==> config.mk <==
export PLATFORM = sky130hd
export DESIGN_NAME = pc_unit
export DESIGN_NICKNAME = d
export VERILOG_FILES = /design/src/rtl/pc_unit.sv
export SDC_FILE = /design/constraint.sdc
export NUM_CORES = 1
export LEC_CHECK = 0
export ABC_AREA = 1
export BUFFER_PORTS_ARGS = -buffer_cell sky130_fd_sc_hd__buf_2
export CAP_MARGIN = 5
export CORE_MARGIN = 10
export CORE_UTILIZATION = 58
export CTS_BUF_LIST = sky130_fd_sc_hd__clkbuf_4
export CTS_CLUSTER_DIAMETER = 120
export DETAILED_ROUTE_END_ITERATION = 8
export PLACE_DENSITY_LB_ADDON = 0.2
export SLEW_MARGIN = 20
export SYNTH_ARGS = -nofsm -noshare
export SYNTH_HDL_FRONTEND = slang
export SYNTH_SLANG_ARGS = --single-unit
==> constraint.sdc <==
create_clock -name clk -period 1.8 [get_ports clk]
set_input_delay 0.09 -clock clk [delete_from_list [all_inputs] [get_ports clk]]
set_output_delay 0.09 -clock clk [all_outputs]
set_load 0.02 [all_outputs]
==> src/rtl/pc_unit.sv <==
// ---------------------------------------------------------------------------
// pc_unit
//
// Program-counter unit for the single-cycle core. It holds the current
// instruction address and selects the next one. In priority order the
// sources are: trap vector, stall (hold), return (pop the return-address
// stack), call (push the link and jump), jump, taken branch, and the
// sequential increment.
//
// The return-address stack (RAS) is a circular buffer with a write pointer
// and an occupancy count. When the stack is full, a push overwrites the
// oldest entry. A pop from an empty stack is an underflow: it behaves as a
// sequential step. Both overflow and underflow set the sticky ras_err flag.
//
// This block has no valid/ready handshake. Every control input is a level
// request that is sampled on each rising edge. While stall is high, all
// requests except trap are dropped, so a requester must hold its request
// until stall deasserts.
//
// Ports
//   clk           : clock; all state updates on the rising edge
//   reset         : asynchronous reset, active low
//   stall         : hold pc and the RAS this cycle (trap still applies)
//   trap          : redirect to TRAP_ADDR
//   branch_taken  : redirect to branch_target
//   branch_target : branch destination
//   jump          : redirect to jump_target
//   call          : redirect to jump_target and push pc_plus
//   ret           : redirect to the popped RAS top
//   jump_target   : jump/call destination
//   pc            : current instruction address (registered)
//   pc_plus       : pc + INC modulo 2^ADDR_WIDTH (combinational)
//   ras_empty     : RAS holds no entries
//   ras_full      : RAS holds RAS_DEPTH entries
//   ras_err       : sticky RAS overflow/underflow flag, cleared by reset
// ---------------------------------------------------------------------------
module pc_unit #(
    parameter int ADDR_WIDTH = 5,
    parameter int RESET_ADDR = 0,
    parameter int TRAP_ADDR  = 31,
    parameter int INC        = 1,
    parameter int RAS_DEPTH  = 4
) (
    input  logic                  clk,
    input  logic                  reset,
    input  logic                  stall,
    input  logic                  trap,
    input  logic                  branch_taken,
    input  logic [ADDR_WIDTH-1:0] branch_target,
    input  logic                  jump,
    input  logic                  call,
    input  logic                  ret,
    input  logic [ADDR_WIDTH-1:0] jump_target,
    output logic [ADDR_WIDTH-1:0] pc,
    output logic [ADDR_WIDTH-1:0] pc_plus,
    output logic                  ras_empty,
    output logic                  ras_full,
    output logic                  ras_err
);

    // RAS_DEPTH is a power of two, so the pointer wraps naturally at its width.
    localparam int PTR_W = $clog2(RAS_DEPTH);
    localparam int CNT_W = $clog2(RAS_DEPTH + 1);

    localparam logic [ADDR_WIDTH-1:0] RESET_PC = ADDR_WIDTH'(RESET_ADDR);
    localparam logic [ADDR_WIDTH-1:0] TRAP_PC  = ADDR_WIDTH'(TRAP_ADDR);
    localparam logic [ADDR_WIDTH-1:0] INC_V    = ADDR_WIDTH'(INC);
    localparam logic [CNT_W-1:0]      CNT_MAX  = CNT_W'(RAS_DEPTH);

    // State
    logic [ADDR_WIDTH-1:0] ras_mem [RAS_DEPTH];
    logic [PTR_W-1:0]      wr_ptr;
    logic [CNT_W-1:0]      cnt;

    // Next-state terms
    logic [ADDR_WIDTH-1:0] next_pc;
    logic [PTR_W-1:0]      next_ptr;
    logic [CNT_W-1:0]      next_cnt;
    logic                  next_err;
    logic                  wr_en;
    logic [PTR_W-1:0]      wr_idx;
    logic [ADDR_WIDTH-1:0] wr_data;

    logic [PTR_W-1:0]      top_idx;
    logic [ADDR_WIDTH-1:0] ras_top;

    assign pc_plus   = pc + INC_V;
    assign ras_empty = (cnt == '0);
    assign ras_full  = (cnt == CNT_MAX);

    // The top of stack is the slot just below the write pointer.
    assign top_idx = wr_ptr - PTR_W'(1);
    assign ras_top = ras_mem[top_idx];

    always_comb begin
        next_pc  = pc_plus;
        next_ptr = wr_ptr;
        next_cnt = cnt;
        next_err = ras_err;
        wr_en    = 1'b0;
        wr_idx   = wr_ptr;
        wr_data  = pc_plus;

        if (trap) begin
            next_pc = TRAP_PC;
        end else if (stall) begin
            next_pc = pc;
        end else if (ret) begin
            if (ras_empty) begin
                // Underflow: step sequentially and leave the stack alone,
                // even if call is also asserted this cycle.
                next_err = 1'b1;
            end else if (call) begin
                // Return and call together: take the top and replace it
                // with the new link. The occupancy does not change.
                next_pc = ras_top;
                wr_en   = 1'b1;
                wr_idx  = top_idx;
            end else begin
                next_pc  = ras_top;
                next_ptr = top_idx;
                next_cnt = cnt - CNT_W'(1);
            end
        end else if (call) begin
            next_pc  = jump_target;
            wr_en    = 1'b1;
            next_ptr = wr_ptr + PTR_W'(1);
            // When full, the pointer advance overwrites the oldest entry.
            if (ras_full) begin
                next_err = 1'b1;
            end else begin
                next_cnt = cnt + CNT_W'(1);
            end
        end else if (jump) begin
            next_pc = jump_target;
        end else if (branch_taken) begin
            next_pc = branch_target;
        end
    end

    always_ff @(posedge clk or negedge reset) begin
        if (!reset) begin
            pc      <= RESET_PC;
            wr_ptr  <= '0;
            cnt     <= '0;
            ras_err <= 1'b0;
            for (int i = 0; i < RAS_DEPTH; i++) begin
                ras_mem[i] <= '0;
            end
        end else begin
            pc      <= next_pc;
            wr_ptr  <= next_ptr;
            cnt     <= next_cnt;
            ras_err <= next_err;
            if (wr_en) begin
                ras_mem[wr_idx] <= wr_data;
            end
        end
    end

endmodule
=== Yosys cells after proc, flatten, opt, wreduce, memory -nomap -nowiden ===
Index checks and enable logic that the tools add are counted.

* Bits in registers: 31
* Latch bits: 0
* Bits in writable memories: 0
* Bits in read-only memories: 0
* Input port bits: 18
* Output and inout port bits: 13
* Memories: 0

* $add $sub $neg: 5
* Multipliers: 0
* Div/mod/pow operators: 0
* Order comparisons: 3
* Equality and inequality tests: 6
* Shifts and indexed selects: 0
* Multiplexer cells: 36
* Bitwise logic cells: 4
* Reductions and logical operators: 7

{| class="wikitable"
|+ Operators with widths
! kind !! count
|-
| 5-bit two-way mux || 10
|-
| 20-bit bitwise mux || 1
|-
| 2-bit two-way mux || 9
|-
| 3-bit two-way mux || 5
|-
| 5-bit binary-select mux with 2-bit select || 1
|-
| 5-bit demux with 2-bit select || 1
|-
| 5-bit AND reduction || 2
|-
| 1-bit two-way mux || 9
|-
| 3-bit >= comparator (second input constant) || 2
|-
| 2-bit != test (second input constant) || 3
|-
| 2-bit inverter with 3-bit output || 2
|-
| 6-bit AND reduction || 1
|-
| 5-bit by 1-bit adder with 5-bit output (second input constant) || 1
|-
| 2-bit by 1-bit != test with 1-bit output (second input constant) || 2
|-
| 2-bit nonzero test || 2
|-
| 3-bit by 1-bit adder with 3-bit output (second input constant) || 1
|-
| 3-bit == test (second input constant) || 1
|-
| 3-bit logical NOT || 1
|-
| 3-bit by 1-bit < comparator with 1-bit output (second input constant) || 1
|-
| 3-bit by 1-bit subtractor with 3-bit output (second input constant) || 1
|-
| 2-bit by 1-bit adder with 2-bit output (second input constant) || 1
|-
| 1-bit inverter || 2
|-
| 2-bit by 1-bit subtractor with 2-bit output (second input constant) || 1
|-
| 1-bit logical AND || 1
|}

=== Longest topological paths before layout ===
* Word-level depth: 12
* Depth in mapped cells: 10

=== Worst setup path before layout ===
No wires, ideal clock.

* Kind: register to register
* Start point: reg pc[2]
* End point: reg pc[3]
* Setup time: 77 ps
* Arrival time: 1467 ps
* Path slack: 255 ps
* Stages on the path, launching flop included: 5
* Period minus slack after synthesis: 1545 ps
* Cells stage by stage: dfrtp_1 -> nand3_1 -> xnor2_1 -> nand2_1 -> a21oi_1

* Cells in the longest elaborated chain, start to end: 7
* Elaborated cells between the ends (all ways): 8

{| class="wikitable"
|+ RTL lines
! item !! line !! RTL
|-
| start, declared || 54 || <nowiki>output logic [ADDR_WIDTH-1:0] pc,</nowiki>
|-
| start signal, assigned || 151 || <nowiki>pc <= next_pc;</nowiki>
|-
| 5-bit by 1-bit adder with 5-bit output (*) || 87 || <nowiki>assign pc_plus = pc + INC_V;</nowiki>
|-
| via pc_plus[3] || 55 || <nowiki>output logic [ADDR_WIDTH-1:0] pc_plus,</nowiki>
|-
| 5-bit two-way mux || 136 || <nowiki>end else if (branch_taken) begin</nowiki>
|-
| 5-bit two-way mux || 134 || <nowiki>end else if (jump) begin</nowiki>
|-
| 5-bit two-way mux || 124 || <nowiki>end else if (call) begin</nowiki>
|-
| 5-bit two-way mux (*) || 108 || <nowiki>end else if (ret) begin</nowiki>
|-
| 5-bit two-way mux (*) || 106 || <nowiki>end else if (stall) begin</nowiki>
|-
| 5-bit two-way mux (*) || 104 || <nowiki>if (trap) begin</nowiki>
|}

The timed path passes the listed nets; every way through them passes the cells marked *. The select of a mux whose other input is x is not followed.
A chain may end at the register's enable or synchronous reset.

=== Worst setup path after layout ===
* Start point: reg pc[0]
* End point: out pc_plus[4]

* Cells in the longest elaborated chain, start to end: 1

{| class="wikitable"
|+ RTL lines
! item !! line
|-
| 5-bit by 1-bit adder with 5-bit output || 87
|-
| end, declared || 55
|}

Every way passes these cells.

==> reports/metrics.yaml <==
final_layout:
  postLayoutCellArea_sq_mm: 0.002238
  regArea_sq_um: 775.7
  area_growth_pct: 14.90
  nNetsFinal: 330
  multiInputGateArea_sq_mm: 0.001021
  share_of_layout_cells_above_drive_strength_1_pct: 19.61
  antennaDiodeCount: 0
  fill_cells: 270
clock_tree:
  cts_buffer_count: 5
  cts-resized-gates: 0
  clkSinkCount: 31
  clk_latency_ns: 0.32
  cts-root-buf: "sky130_fd_sc_hd__clkbuf_4"
  h-tree-depth: 2
  clkTransAtPathRegs_ns: 0.10
  clock_tree.buffer_depth: 2
  tritoncts: "built"
floorplanning:
  die-area_sq_mm: 0.006077
  start_util_pct: 62.28
  count_of_standard_cell_rows: 20
  num_io_pins: 31
  die_width_um: 77.96
  core_area_sq_mm: 0.003128
  die_h_um: 77.96
setup_path:
  r2r-start: "cnt[1]$_DFFE_PN0P_"
  critPathMostFrequentCell: "sky130_fd_sc_hd__nand2_1"
  timing.critical_path.slowest_cell_delay_ns: 0.43
  worstPathRequired_ns: 1.71
  critical_path.top_delay_family: "flip-flops"
  path_max_fanout: 7
  r2r-end: "ras_mem[3]$_DFFE_PN0P_"
  timing.critical_path.from_type: "register"
  crit_slowest_cell: "sky130_fd_sc_hd__dfrtp_1"
  ff2ff_setup_slack_ns: 0.21
  startpoint_to_endpoint_class_of_the_critical_path: "register to output pin"
  buf_inv_stages_crit_path: 1
  crit_chain: "ha_1 > nand3_1 > nand2_1 > nand2_1 > buf_2"
  timing.critical_path.arrival_ns: 1.62
  r2r.worst_path.cells: 8
  critPathCaptureType: "output pin"
route:
  drt-pass1-iter-count: 4
  detail_route.vias_per_cell: 5.434
  drc: 0
  post_route_wl_um: 4913
  drt_iter0_markers: 185
  ant_nets: 0
  num_vias: 1929
  wl_per_cell_um: 13.84
grt:
  antenna_found_initial: 0
  grt_first_pass_wirelength_um: 8583
  gr-usage-all-layers_pct: 16.83
  number_of_global_route_vias_before_repair: 1877
  grt_start_max_net_pins: 32
  grt_remaining_overflow: 0
logic_synthesis:
  synth_cell_type_count: 27
  synth.largest_area_cell: "sky130_fd_sc_hd__dfrtp_1"
  number_of_storage_elements_in_the_synthesis_netlist: 31
  avgSynthCellArea_sq_um: 7.162
  netlist_top_cells_area: "sky130_fd_sc_hd__dfrtp_1 (40%), sky130_fd_sc_hd__nand2_1 (20%), sky130_fd_sc_hd__nand3_1 (9.5%)"
  synthesized_netlist_cell_count: 272
  synth.yosys.warnings: 0
  nets_in_the_synthesized_netlist: 292
  synth-seq-area-share_pct: 39.82
  post-synth-top-area-fraction_pct: 39.82
  synth.cell_area_sq_mm: 0.001948
power:
  total_power_mw: 3.251
  cellPowerDensity_mw_per_mm2: 1452
  p_leak_nw: 1.178
  ir_drop_mv: 0.7727
placed_design:
  detailed_place_hpwl_um: 3717
  globalplace.congestion: 0.9329
  number_of_buffers_added_on_ports: 30
  instance_area_after_placement_sq_mm: 0.002143
  pre_cts_slack_ns: 0.1774
sta:
  report.final.hold_viol_count: 0
  slew_headroom_pct: 54.74
  final.setup.tns_ns: 0
  fin_ws_ns: 0.09337
  clock.fmax_ghz: 0.5859
  worst_pin_slew_ns: 0.6789
  endpoints_failing_setup: 0
  finalCriticalPeriod_ns: 1.707
  timing.final.max_slew_violations: 0
  fin_crit_sh_pct: 94.81
  grt_setup_unrepaired: "false"
  clock_skew_ns: 0.01375
run:
  maxCapViolCount: 0
min_path:
  holdCritStartpoint: "trap"
  hold_depth: 5
  hold-path-endpoint: "pc[0]$_DFFE_PN0P_"
  hp-class: "primary input to register"
status:
  status: "finished clean"
[flip-flops by register name, indices dropped and copies added (netlist names)]
| signal | flops |
|---|---|
| ras_mem | 20 |
| pc | 5 |
| cnt | 3 |
| wr_ptr | 2 |
| ras_err | 1 |
[area by class of cell]
| class | instances | area share, % |
|---|---|---|
| sequential | 31 | 34.66 |
| clock inverter | 2 | 0.5590 |
| multi-input combinational | 209 | 45.61 |
| inverter | 23 | 3.969 |
| timing repair buffer | 40 | 10.73 |
| clock buffer | 6 | 2.012 |
| tap | 44 | 2.459 |
[cells by family after synthesis]
group | Yosys count | synth area share, %
AND/OR/NAND/NOR | 187 | 44.32
adder cells (fa/ha/maj) | 2 | 1.670
flip-flops | 31 | 39.82
XOR/XNOR | 5 | 2.248
buffers and inverters | 32 | 7.771
AO/OA/AOI/OAI | 15 | 4.175
[synthesized netlist by cell type, drive strengths merged]
cell type	count
xor2	3
ha	1
nand2	106
a31o	1
nand3	38
nand3b	1
clkinv	1
dfrtp	31
buf	9
o211ai	1
nor2	21
nor3	1
a21oi	6
inv	22
fa	1
xnor2	2
o21ai	7
and2	1
nand4	19
[tightest hold or removal path, cell delays in order]
cell,delay (ns)
sky130_fd_sc_hd__buf_2,0.11
sky130_fd_sc_hd__nor2_1,0.07
sky130_fd_sc_hd__nand2_1,0.05
sky130_fd_sc_hd__nand2_1,0.05
sky130_fd_sc_hd__inv_1,0.04
[layer usage]
metal / track usage [%] / part of all wire (%)
met5: 0 / 0
met4: 2.688 / 0.47
met3: 4.608 / 8.0
met2: 28.28 / 49
met1: 21.42 / 43
[cell usage in the layout, fill, tap and decap left out, types with 2 or more instances in the layout]
cell	netlist	routed
sky130_fd_sc_hd__nor2_1	17	17
sky130_fd_sc_hd__nand4_1	19	19
sky130_fd_sc_hd__clkbuf_4	0	6
sky130_fd_sc_hd__a21oi_1	6	6
sky130_fd_sc_hd__nand2_2	2	2
sky130_fd_sc_hd__xnor2_1	2	2
sky130_fd_sc_hd__inv_1	18	18
sky130_fd_sc_hd__nand3_1	37	37
sky130_fd_sc_hd__buf_2	5	30
sky130_fd_sc_hd__buf_4	2	8
sky130_fd_sc_hd__dfrtp_1	31	31
sky130_fd_sc_hd__inv_2	3	3
sky130_fd_sc_hd__nand2_1	103	103
sky130_fd_sc_hd__xor2_1	3	3
sky130_fd_sc_hd__o21ai_0	7	7
sky130_fd_sc_hd__nor2_4	4	4
[power breakdown]
part | switching (mW) | internal (mW)
clock network | 0.240 | 0.166
registers | 0.219 | 0.981
logic | 1.09 | 0.553
total | 1.55 | 1.70
[through the flow]
step                      hold slack, ns  utilization [%]  cells
after floorplan                  -0.2056                -    272
after global placement            0.1653            68.52    344
after detailed placement          0.1701            68.52    344
after CTS                         0.1162            70.68    353
after global routing              0.1521            71.56    355
final                             0.1202            71.56    355
[how the worst max path moves through the flow]
stage                  startpoint                      to  slack [ns]  cells past startpoint
6_report        pc[0]$_DFFE_PN0P_              pc_plus[4]        0.09                      5
5_1_grt         pc[0]$_DFFE_PN0P_              pc_plus[4]      0.0009                      5
2_1_floorplan   pc[2]$_DFFE_PN0P_       pc[3]$_DFFE_PN0P_        0.26                      4
3_3_place_gp   cnt[2]$_DFFE_PN0P_  ras_mem[2]$_DFFE_PN0P_        0.26                      7
4_1_cts         pc[0]$_DFFE_PN0P_              pc_plus[4]        0.10                      5
3_5_place_dp   cnt[2]$_DFFE_PN0P_  ras_mem[3]$_DFFE_PN0P_        0.18                      7
[timing repair]
| item | 4_1_cts | 5_1_grt |
|---|---|---|
| setup buffers | 0 | 2 |
| endpoints found under the hold margin | 31 | 0 |
| setup endpoints to repair | 0 | 12 |
| hold buffers | 1 | 0 |
Note: power is estimated with default switching activity, not from simulation.
